<file path="src/rtl/fetch_pkg.sv">
// Shared definitions for the instruction fetch stage.
//   fetch_state_t : RUN (fetching), HALT (halt idiom issued), FAULT (bad PC, frozen)
//   OPC_BRANCH    : RV32 branch major opcode
//   HALT_INSTR    : beq x0,x0,#0, the self-loop used as a halt marker
//   pc_ok()       : alignment and range check of a byte PC against the memory size
package fetch_pkg;

    typedef enum logic [1:0] {
        RUN   = 2'd0,
        HALT  = 2'd1,
        FAULT = 2'd2
    } fetch_state_t;

    localparam logic [6:0]  OPC_BRANCH = 7'b1100011;
    // beq x0,x0,#0 has every field zero except the opcode
    localparam logic [31:0] HALT_INSTR = {25'd0, OPC_BRANCH};

    // Widest PC the range check supports; narrower PCs are zero-extended.
    localparam int MAX_PC_W = 64;

    // A PC is usable when it is word aligned and every bit above the
    // word-address field is zero, i.e. it points inside the memory.
    function automatic logic pc_ok(input logic [MAX_PC_W-1:0] pc, input int addr_w);
        return (pc[1:0] == 2'b00) && ((pc >> (addr_w + 2)) == '0);
    endfunction

endpackage

</file>
<file path="src/rtl/instruction_fetch_ifid_reg.sv">
// IF/ID pipeline register with a valid/ready handshake.
//   clk, rst_n  : clock, asynchronous active-low reset
//   load        : capture instr_in/pc_in and mark the register valid
//   flush       : drop the held instruction (wins over load)
//   pop         : consumer accepted the held instruction this cycle
//   instr_in    : instruction to capture
//   pc_in       : byte PC of instr_in
//   valid       : register holds an instruction
//   instr, pc   : held instruction and its byte PC
module ifid_reg
    import fetch_pkg::*;
#(
    parameter int PC_W = 64
) (
    input  logic            clk,
    input  logic            rst_n,
    input  logic            load,
    input  logic            flush,
    input  logic            pop,
    input  logic [31:0]     instr_in,
    input  logic [PC_W-1:0] pc_in,
    output logic            valid,
    output logic [31:0]     instr,
    output logic [PC_W-1:0] pc
);

    // Flush only clears valid; the stale payload is harmless once invalid.
    always_ff @(posedge clk or negedge rst_n) begin
        if (!rst_n) begin
            valid <= 1'b0;
            instr <= '0;
            pc    <= '0;
        end else if (flush) begin
            valid <= 1'b0;
        end else if (load) begin
            valid <= 1'b1;
            instr <= instr_in;
            pc    <= pc_in;
        end else if (pop) begin
            valid <= 1'b0;
        end
    end

endmodule

</file>
<file path="src/rtl/instruction_fetch.sv">
// Fetch stage feeding decode from a combinational instruction memory.
//   clk, rst_n     : clock, asynchronous active-low reset
//   i_mem_addr     : word index into instruction memory (pc[ADDR_W+1:2])
//   i_mem_data     : instruction returned combinationally by the memory
//   redirect_valid : execute requests a PC change
//   redirect_pc    : byte target of that change
//   out_valid      : IF/ID register holds an instruction
//   out_ready      : decode accepts the instruction this cycle
//   out_instr      : fetched instruction
//   out_pc         : byte PC of out_instr
//   halted         : halt idiom fetched, fetching stopped
//   fault          : sticky, a misaligned or out-of-range PC was seen
module instruction_fetch
    import fetch_pkg::*;
#(
    parameter int              PC_W     = 64,
    parameter int              ADDR_W   = 6,
    parameter logic [PC_W-1:0] RESET_PC = '0
) (
    input  logic              clk,
    input  logic              rst_n,
    output logic [ADDR_W-1:0] i_mem_addr,
    input  logic [31:0]       i_mem_data,
    input  logic              redirect_valid,
    input  logic [PC_W-1:0]   redirect_pc,
    output logic              out_valid,
    input  logic              out_ready,
    output logic [31:0]       out_instr,
    output logic [PC_W-1:0]   out_pc,
    output logic              halted,
    output logic              fault
);

    fetch_state_t    state, state_next;
    logic [PC_W-1:0] pc, pc_next;
    logic            adv;
    logic            load;
    logic            flush;

    assign i_mem_addr = pc[ADDR_W+1:2];
    assign adv        = !out_valid || out_ready;
    assign halted     = (state == HALT);
    assign fault      = (state == FAULT);

    always_ff @(posedge clk or negedge rst_n) begin
        if (!rst_n) begin
            state <= RUN;
            pc    <= RESET_PC;
        end else begin
            state <= state_next;
            pc    <= pc_next;
        end
    end

    // A redirect always loads the target PC, even a bad one, so the
    // offending address stays visible while frozen in FAULT. Running off
    // the end of memory is caught at the fetch attempt, so the bad PC is
    // never issued as a beat.
    always_comb begin
        state_next = state;
        pc_next    = pc;
        load       = 1'b0;
        flush      = 1'b0;
        case (state)
            RUN: begin
                if (redirect_valid) begin
                    flush   = 1'b1;
                    pc_next = redirect_pc;
                    if (!pc_ok(MAX_PC_W'(redirect_pc), ADDR_W)) begin
                        state_next = FAULT;
                    end
                end else if (adv) begin
                    if (!pc_ok(MAX_PC_W'(pc), ADDR_W)) begin
                        flush      = 1'b1;
                        state_next = FAULT;
                    end else begin
                        load    = 1'b1;
                        pc_next = pc + PC_W'(4);
                        if (i_mem_data == HALT_INSTR) begin
                            state_next = HALT;
                        end
                    end
                end
            end
            HALT: begin
            end
            FAULT: begin
                flush = 1'b1;
            end
            default: begin
                flush      = 1'b1;
                state_next = FAULT;
            end
        endcase
    end

    ifid_reg #(
        .PC_W(PC_W)
    ) u_ifid (
        .clk      (clk),
        .rst_n    (rst_n),
        .load     (load),
        .flush    (flush),
        .pop      (out_ready),
        .instr_in (i_mem_data),
        .pc_in    (pc),
        .valid    (out_valid),
        .instr    (out_instr),
        .pc       (out_pc)
    );

endmodule
</file>
<file path="config.mk">
export PLATFORM = sky130hd
export DESIGN_NAME = instruction_fetch
export DESIGN_NICKNAME = d
export VERILOG_FILES = /design/src/rtl/fetch_pkg.sv /design/src/rtl/instruction_fetch_ifid_reg.sv /design/src/rtl/instruction_fetch.sv
export SDC_FILE = /design/constraint.sdc
export NUM_CORES = 1
export LEC_CHECK = 0
export ABC_AREA = 1
export CELL_PAD_IN_SITES_DETAIL_PLACEMENT = 2
export CELL_PAD_IN_SITES_GLOBAL_PLACEMENT = 2
export CORE_ASPECT_RATIO = 1.2
export CORE_MARGIN = 10
export CORE_UTILIZATION = 30
export CTS_CLUSTER_DIAMETER = 200
export DETAILED_ROUTE_END_ITERATION = 6
export GPL_ROUTABILITY_DRIVEN = 1
export GPL_TIMING_DRIVEN = 0
export PLACE_DENSITY = 0.86
export SLEW_MARGIN = 20
export SYNTH_ARGS = -nofsm -noshare
export SYNTH_HDL_FRONTEND = slang
export SYNTH_SLANG_ARGS = --single-unit
</file>
<file path="constraint.sdc">
create_clock -name clk -period 2.9 [get_ports clk]
set_input_delay 0.58 -clock clk [delete_from_list [all_inputs] [get_ports clk]]
set_output_delay 0.58 -clock clk [all_outputs]
set_load 0.005 [all_outputs]
</file>
## Yosys cells after proc, flatten, opt, wreduce, memory -nomap -nowiden

Cells that the tools add are included.

- Register bits after elaboration: 163
- Bits of input ports: 100
- Word-level logic and storage cells: 50

- Add/sub/neg operators: 1
- Equal/unequal tests: 6
- Muxes and demuxes: 20
- Bitwise operators: 2
- Reduce and logical (&&, ||, !) cells: 16

Operators by type and width:

| cell | number |
|---|---|
| $mux 64 | 3 |
| $logic_not 64->1 | 2 |
| $add 64x3->64 const B | 1 |
| $eq 32x7->1 const B | 1 |
| $mux 1 | 10 |
| $mux 2 | 5 |
| $logic_not 2->1 | 3 |
| $ne 3x3->1 const B | 2 |
| $ne 4x4->1 const B | 1 |
| $pmux 2 s2 | 1 |
| $reduce_and 4->1 | 1 |
| $reduce_bool 2->1 | 2 |
| $reduce_and 3->1 | 1 |
| $reduce_bool 3->1 | 1 |
| $eq 2x1->1 const B | 1 |
| $eq 2x2->1 const B | 1 |
| $logic_and 1x1->1 | 2 |
| $not 1->1 | 2 |
| $pmux 1 s2 | 1 |
| $reduce_and 2->1 | 1 |
| $reduce_or 2->1 | 1 |
| $logic_not 1->1 | 1 |
| $logic_or 1x1->1 | 1 |

## Depth between registers and ports, before layout

- Depth after elaboration: 8
- Gate-level depth with buffers: 13
- Mapped depth without buffers: 11

## By module

A second synthesis with hierarchy kept.

- Cell total of the unflattened synthesis: 1,284
- Area, all modules: 8,934.8 um^2

Modules (own cells, without submodules):

| module | times used | cells each | area an instance (um^2) | sequential area each (um^2) |
|---|---|---|---|---|
| instruction_fetch | 1 | 863 | 5,089.9 | 1,651.6 |
| ifid_reg | 1 | 421 | 3,844.9 | 2,427.3 |

## Least setup slack after synthesis

OpenSTA, ideal clock, no wires.

- Path type: input port to flip-flop
- Start: input redirect_valid
- End: register pc[46]
- Arrival: 1,692 ps
- Required time: 2,835 ps
- Path slack: 1,143 ps
- Stages on the path: 10
- Buffers on the path: 3
- Cells stage by stage: buf_2 inv_1 nand2_1 nand2_1 inv_1 nand2_1 buf_2 buf_4 nand2_1 nand2_1

- Word-level cells in the longest chain between the ends: 2

RTL lines:

| item | line | RTL |
|---|---|---|
| start: declaration | instruction_fetch.sv:24 | `input logic redirect_valid,` |
| $reduce_bool 2->1 (no source line) | n/a |  |
| $reduce_and 3->1 (no source line) | n/a |  |
| end signal: assignment | instruction_fetch.sv:51 | `pc <= pc_next;` |
| end: declaration | instruction_fetch.sv:35 | `logic [PC_W-1:0] pc, pc_next;` |

Parallel ways exist; a longest one is shown, timed or not.
A chain may end at the register's enable or synchronous reset.

## Worst setup path in the final report

- Start: register pc[2]
- End: register pc[62]

- Word-level cells in the longest chain between the ends: 4

RTL lines:

| item | line | RTL |
|---|---|---|
| $add 64x3->64 | instruction_fetch.sv:78 | `pc_next = pc + PC_W'(4);` |
| $mux 64 | instruction_fetch.sv:73 | `if (!pc_ok(MAX_PC_W'(pc), ADDR_W)) begin` |
| $mux 64 | instruction_fetch.sv:72 | `end else if (adv) begin` |
| $mux 64 | instruction_fetch.sv:66 | `if (redirect_valid) begin` |

Every way passes these cells. The select of a mux whose other input is x is not followed.

==> impl_metrics.py <==
metrics = {
    "die": {
        "chipHeight_um": 210,
        "die_area_mm2": 0.0375,
        "ios": 205,
        "num_rows": 69,
        "die_x_um": 179,
        "core_area_mm2": 0.0297,
        "initial_core_util": 0.305,
    },
    "setup_path": {
        "timing.rr.end": "pc[62]",
        "path_delay_family": "simple AND/OR/NAND/NOR gates",
        "crit_slowest_cell": "nor2_1",
        "rrSetupSlack_ns": 0.48,
        "path_buf_inv": 1,
        "rr_worst_depth": 11,
        "crit_top_cell": "nand2_1",
        "rr_startpoint": "pc[2]",
        "path_cells": "ha_1 > nand2_1 > nor2_1 > inv_1 > nor2_1 > and2_1 > nand2_1 > nand2_1 > nand3_1 > nand2_1 > nand2_1",
        "startpoint": "pc[2]",
        "worst-setup-path-type": "reg -> reg",
        "end_kind": "register",
        "crit_end": "pc[62]",
        "critical_path.startpoint_type": "register",
        "cp.arrival_ns": 2.77,
        "worstPathRequired_ns": 3.26,
        "path_max_fanout": 5,
        "cp.depth": 11,
        "max_stage_delay_ns": 0.49,
    },
    "global_route": {
        "grtUsageTotal": 0.231,
        "grt_max_degree": 85,
        "grt_pass1_wl_um": 66000,
        "antenna_found_initial": 0,
        "grt_pass1_vias": 10900,
        "overflow": 0,
    },
    "yosys": {
        "ys_seq_elements": 163,
        "synth_edf_count": 0,
        "synth_area_mm2": 0.00905,
        "syn-num-nets": 1398,
        "async_flop_share": 1.00,
        "syn_area_per_cell_um2": 6.99,
        "synth_flop_cell": "dfrtp_1",
        "syn_inst": 1294,
        "synth.distinct_cells": 34,
        "seq_area_frac_synth": 0.451,
        "yosysWarnings": 0,
    },
    "clock_network": {
        "clock_path_buffers": 2,
        "postCtsHoldBufs": 0,
        "h-tree-depth": 4,
        "ctsResizeCount": 0,
        "cts_buffers": 17,
        "cts_tree": "built",
        "postCtsSetupRepairBufs": 0,
        "cts_sinks": 163,
        "clock_latency_ns": 0.46,
        "cts-root-buf": "clkbuf_16",
        "clkTransAtPathRegs_ns": 0.08,
    },
    "finish": {
        "drive_gt1_frac": 0.0686,
        "post-route-util": 0.411,
        "syn2layout_area_growth_pct": 35.0,
        "nNetsFinal": 1621,
        "fin_area_mm2": 0.0122,
    },
    "sta": {
        "worst_slew_pin_slew_ns": 0.779,
        "slew_headroom": 0.480,
        "setup_violations": 0,
        "holdWs_ns": 0.136,
        "skew_ns": 0.0149,
        "final.min_clock_period_ns": 2.42,
        "finalWorstSetupSlack_ns": 0.482,
        "finalHoldViolCount": 0,
        "fin_crit_sh": 0.834,
        "slew_violations": 0,
        "rsz0062_at_grt": "false",
        "timing.fmax_mhz": 414,
    },
    "pwr": {
        "ir_drop_mv": 0.391,
        "p_leak_nw": 5.62,
        "p_per_area_mw_per_mm2": 656,
    },
    "detailed_routing": {
        "drc": 0,
        "wl_per_cell_um": 22.8,
        "wl_um": 43700,
        "routed_via_density": 5.02,
        "drt.antenna.violating_nets": 0,
        "num_vias": 9650,
        "drtIter0Drc": 555,
        "first_pass_iters": 5,
    },
    "status": {
        "status": "completed",
    },
    "place": {
        "place_ws_ns": 0.302,
        "postPlaceCellArea_mm2": 0.0116,
        "finalWeightedCongestion": 0.928,
        "dp_hpwl_um": 33600,
        "io_buffers": 203,
    },
    "job": {
        "maxCapViolations": 0,
    },
    "min_path": {
        "hold_path_class": "in -> async",
    },
}
power by group:
part	switching [mW]	total (mW)	leakage (nW)	internal, mW
Clock	1.18	2.42	0.301	1.25
Combinational	1.43	2.24	3.47	0.815
Sequential	0.665	3.34	1.85	2.68
flip-flops by register name, indices dropped and copies added, names as in the netlist:
name / cells
state: 2
pc: 64
u_ifid.valid: 1
u_ifid.pc: 64
u_ifid.instr: 32
worst min path at each step:
| stage | cells after the start | end | slack, ns | from |
|---|---|---|---|---|
| final | 1 | u_ifid.pc[46] | 0.14 | rst_n |
| after global routing | 1 | u_ifid.pc[46] | 0.14 | rst_n |
| after CTS | 1 | u_ifid.pc[29] | 0.15 | rst_n |
| after detailed placement | 2 | u_ifid.instr[21] | 0.47 | u_ifid.instr[21] |
| after global placement | 2 | u_ifid.instr[0] | 0.46 | u_ifid.instr[0] |
| after floorplan | 0 | pc[0] | 0.28 | rst_n |
stage by stage:
stage	instances	total power, mW	TNS [ns]
final	1921	8.01	0
after global routing	1920	8.52	0
after CTS	1920	8.06	0
after detailed placement	1888	5.57	0
after global placement	1887	5.44	-962.82
after floorplan	1294	4.48	0
worst register-to-register path: stages, from the launching register on:
cell and delay, ns:
dfrtp_1 0.45, ha_1 0.21, nand2_1 0.12, nor2_1 0.32, inv_1 0.17, nor2_1 0.49
and2_1 0.24, nand2_1 0.06, nand2_1 0.06, nand3_1 0.07, nand2_1 0.09, nand2_1 0.04
final cells by class:
type	instances	area (um2)
antenna	1	2.50
buffer	45	318
clock buffer	17	425
clock inverter	15	188
fill	3433	17500
inverter	156	593
multi-input combinational	930	4060
sequential	163	4080
tap	390	488
timing repair buffer	204	2060
synthesized netlist by cell type (8+ instances only):
library cell | count | share of area
dfrtp_1 | 163 | 0.45
nand4_1 | 38 | 0.026
clkbuf_1 | 8 | 0.0033
nor2_1 | 315 | 0.13
nand3_1 | 64 | 0.035
o21ai_0 | 34 | 0.019
nor3_1 | 17 | 0.0094
inv_1 | 155 | 0.064
buf_4 | 9 | 0.0075
o21ai_2 | 23 | 0.022
a21oi_1 | 22 | 0.012
nand2_1 | 368 | 0.15
buf_6 | 11 | 0.014
o21ai_1 | 13 | 0.0072
buf_2 | 13 | 0.0072
routing by layer:
metal | track usage | wire (um) | up-vias
met1 | 0.258 | 17600 | 4861
met2 | 0.424 | 22700 | 256
met5 | 0 | 0 | -
met3 | 0.0395 | 1890 | 69
met4 | 0.0919 | 1570 | 0
li1 | - | - | 4464
cell usage in the layout, fill, tap and decap left out, types with 2 or more instances in the layout:
cell / Yosys / layout
a22oi_1: 4 / 4
clkbuf_16: 0 / 17
nand3_1: 64 / 64
nor2_2: 3 / 3
buf_6: 11 / 11
nand3b_1: 4 / 4
clkdlybuf4s50_1: 0 / 202
buf_1: 3 / 3
nor3_1: 17 / 17
buf_2: 13 / 13
or2_2: 5 / 5
inv_1: 155 / 155
o21ai_0: 34 / 34
clkinv_8: 0 / 3
ha_1: 4 / 4
a21oi_1: 22 / 22
buf_4: 9 / 9
inv_6: 0 / 3
o21bai_1: 2 / 2
clkinv_4: 0 / 3
clkbuf_1: 8 / 8
nor2_1: 315 / 315
o21ai_1: 13 / 13
dfrtp_1: 163 / 163
nand4_1: 38 / 38
inv_8: 1 / 6
nand2_1: 368 / 368
xnor2_1: 5 / 5
o21ai_2: 23 / 23
cells by family (layout without fill, tap and decap cells):
kind of cell / count (synthesis) / in the layout / synth area share
simple gates: 819 / 819 / 0.368
buf+inv: 201 / 437 / 0.101
flops: 163 / 163 / 0.451
compound gates: 100 / 100 / 0.0679
xor+xnor: 6 / 6 / 0.00581
fa+ha+maj: 4 / 4 / 0.00553
mux: 1 / 1 / 0.00111
other cells: 0 / 1 / 0
(Power assumes the default switching activity.)
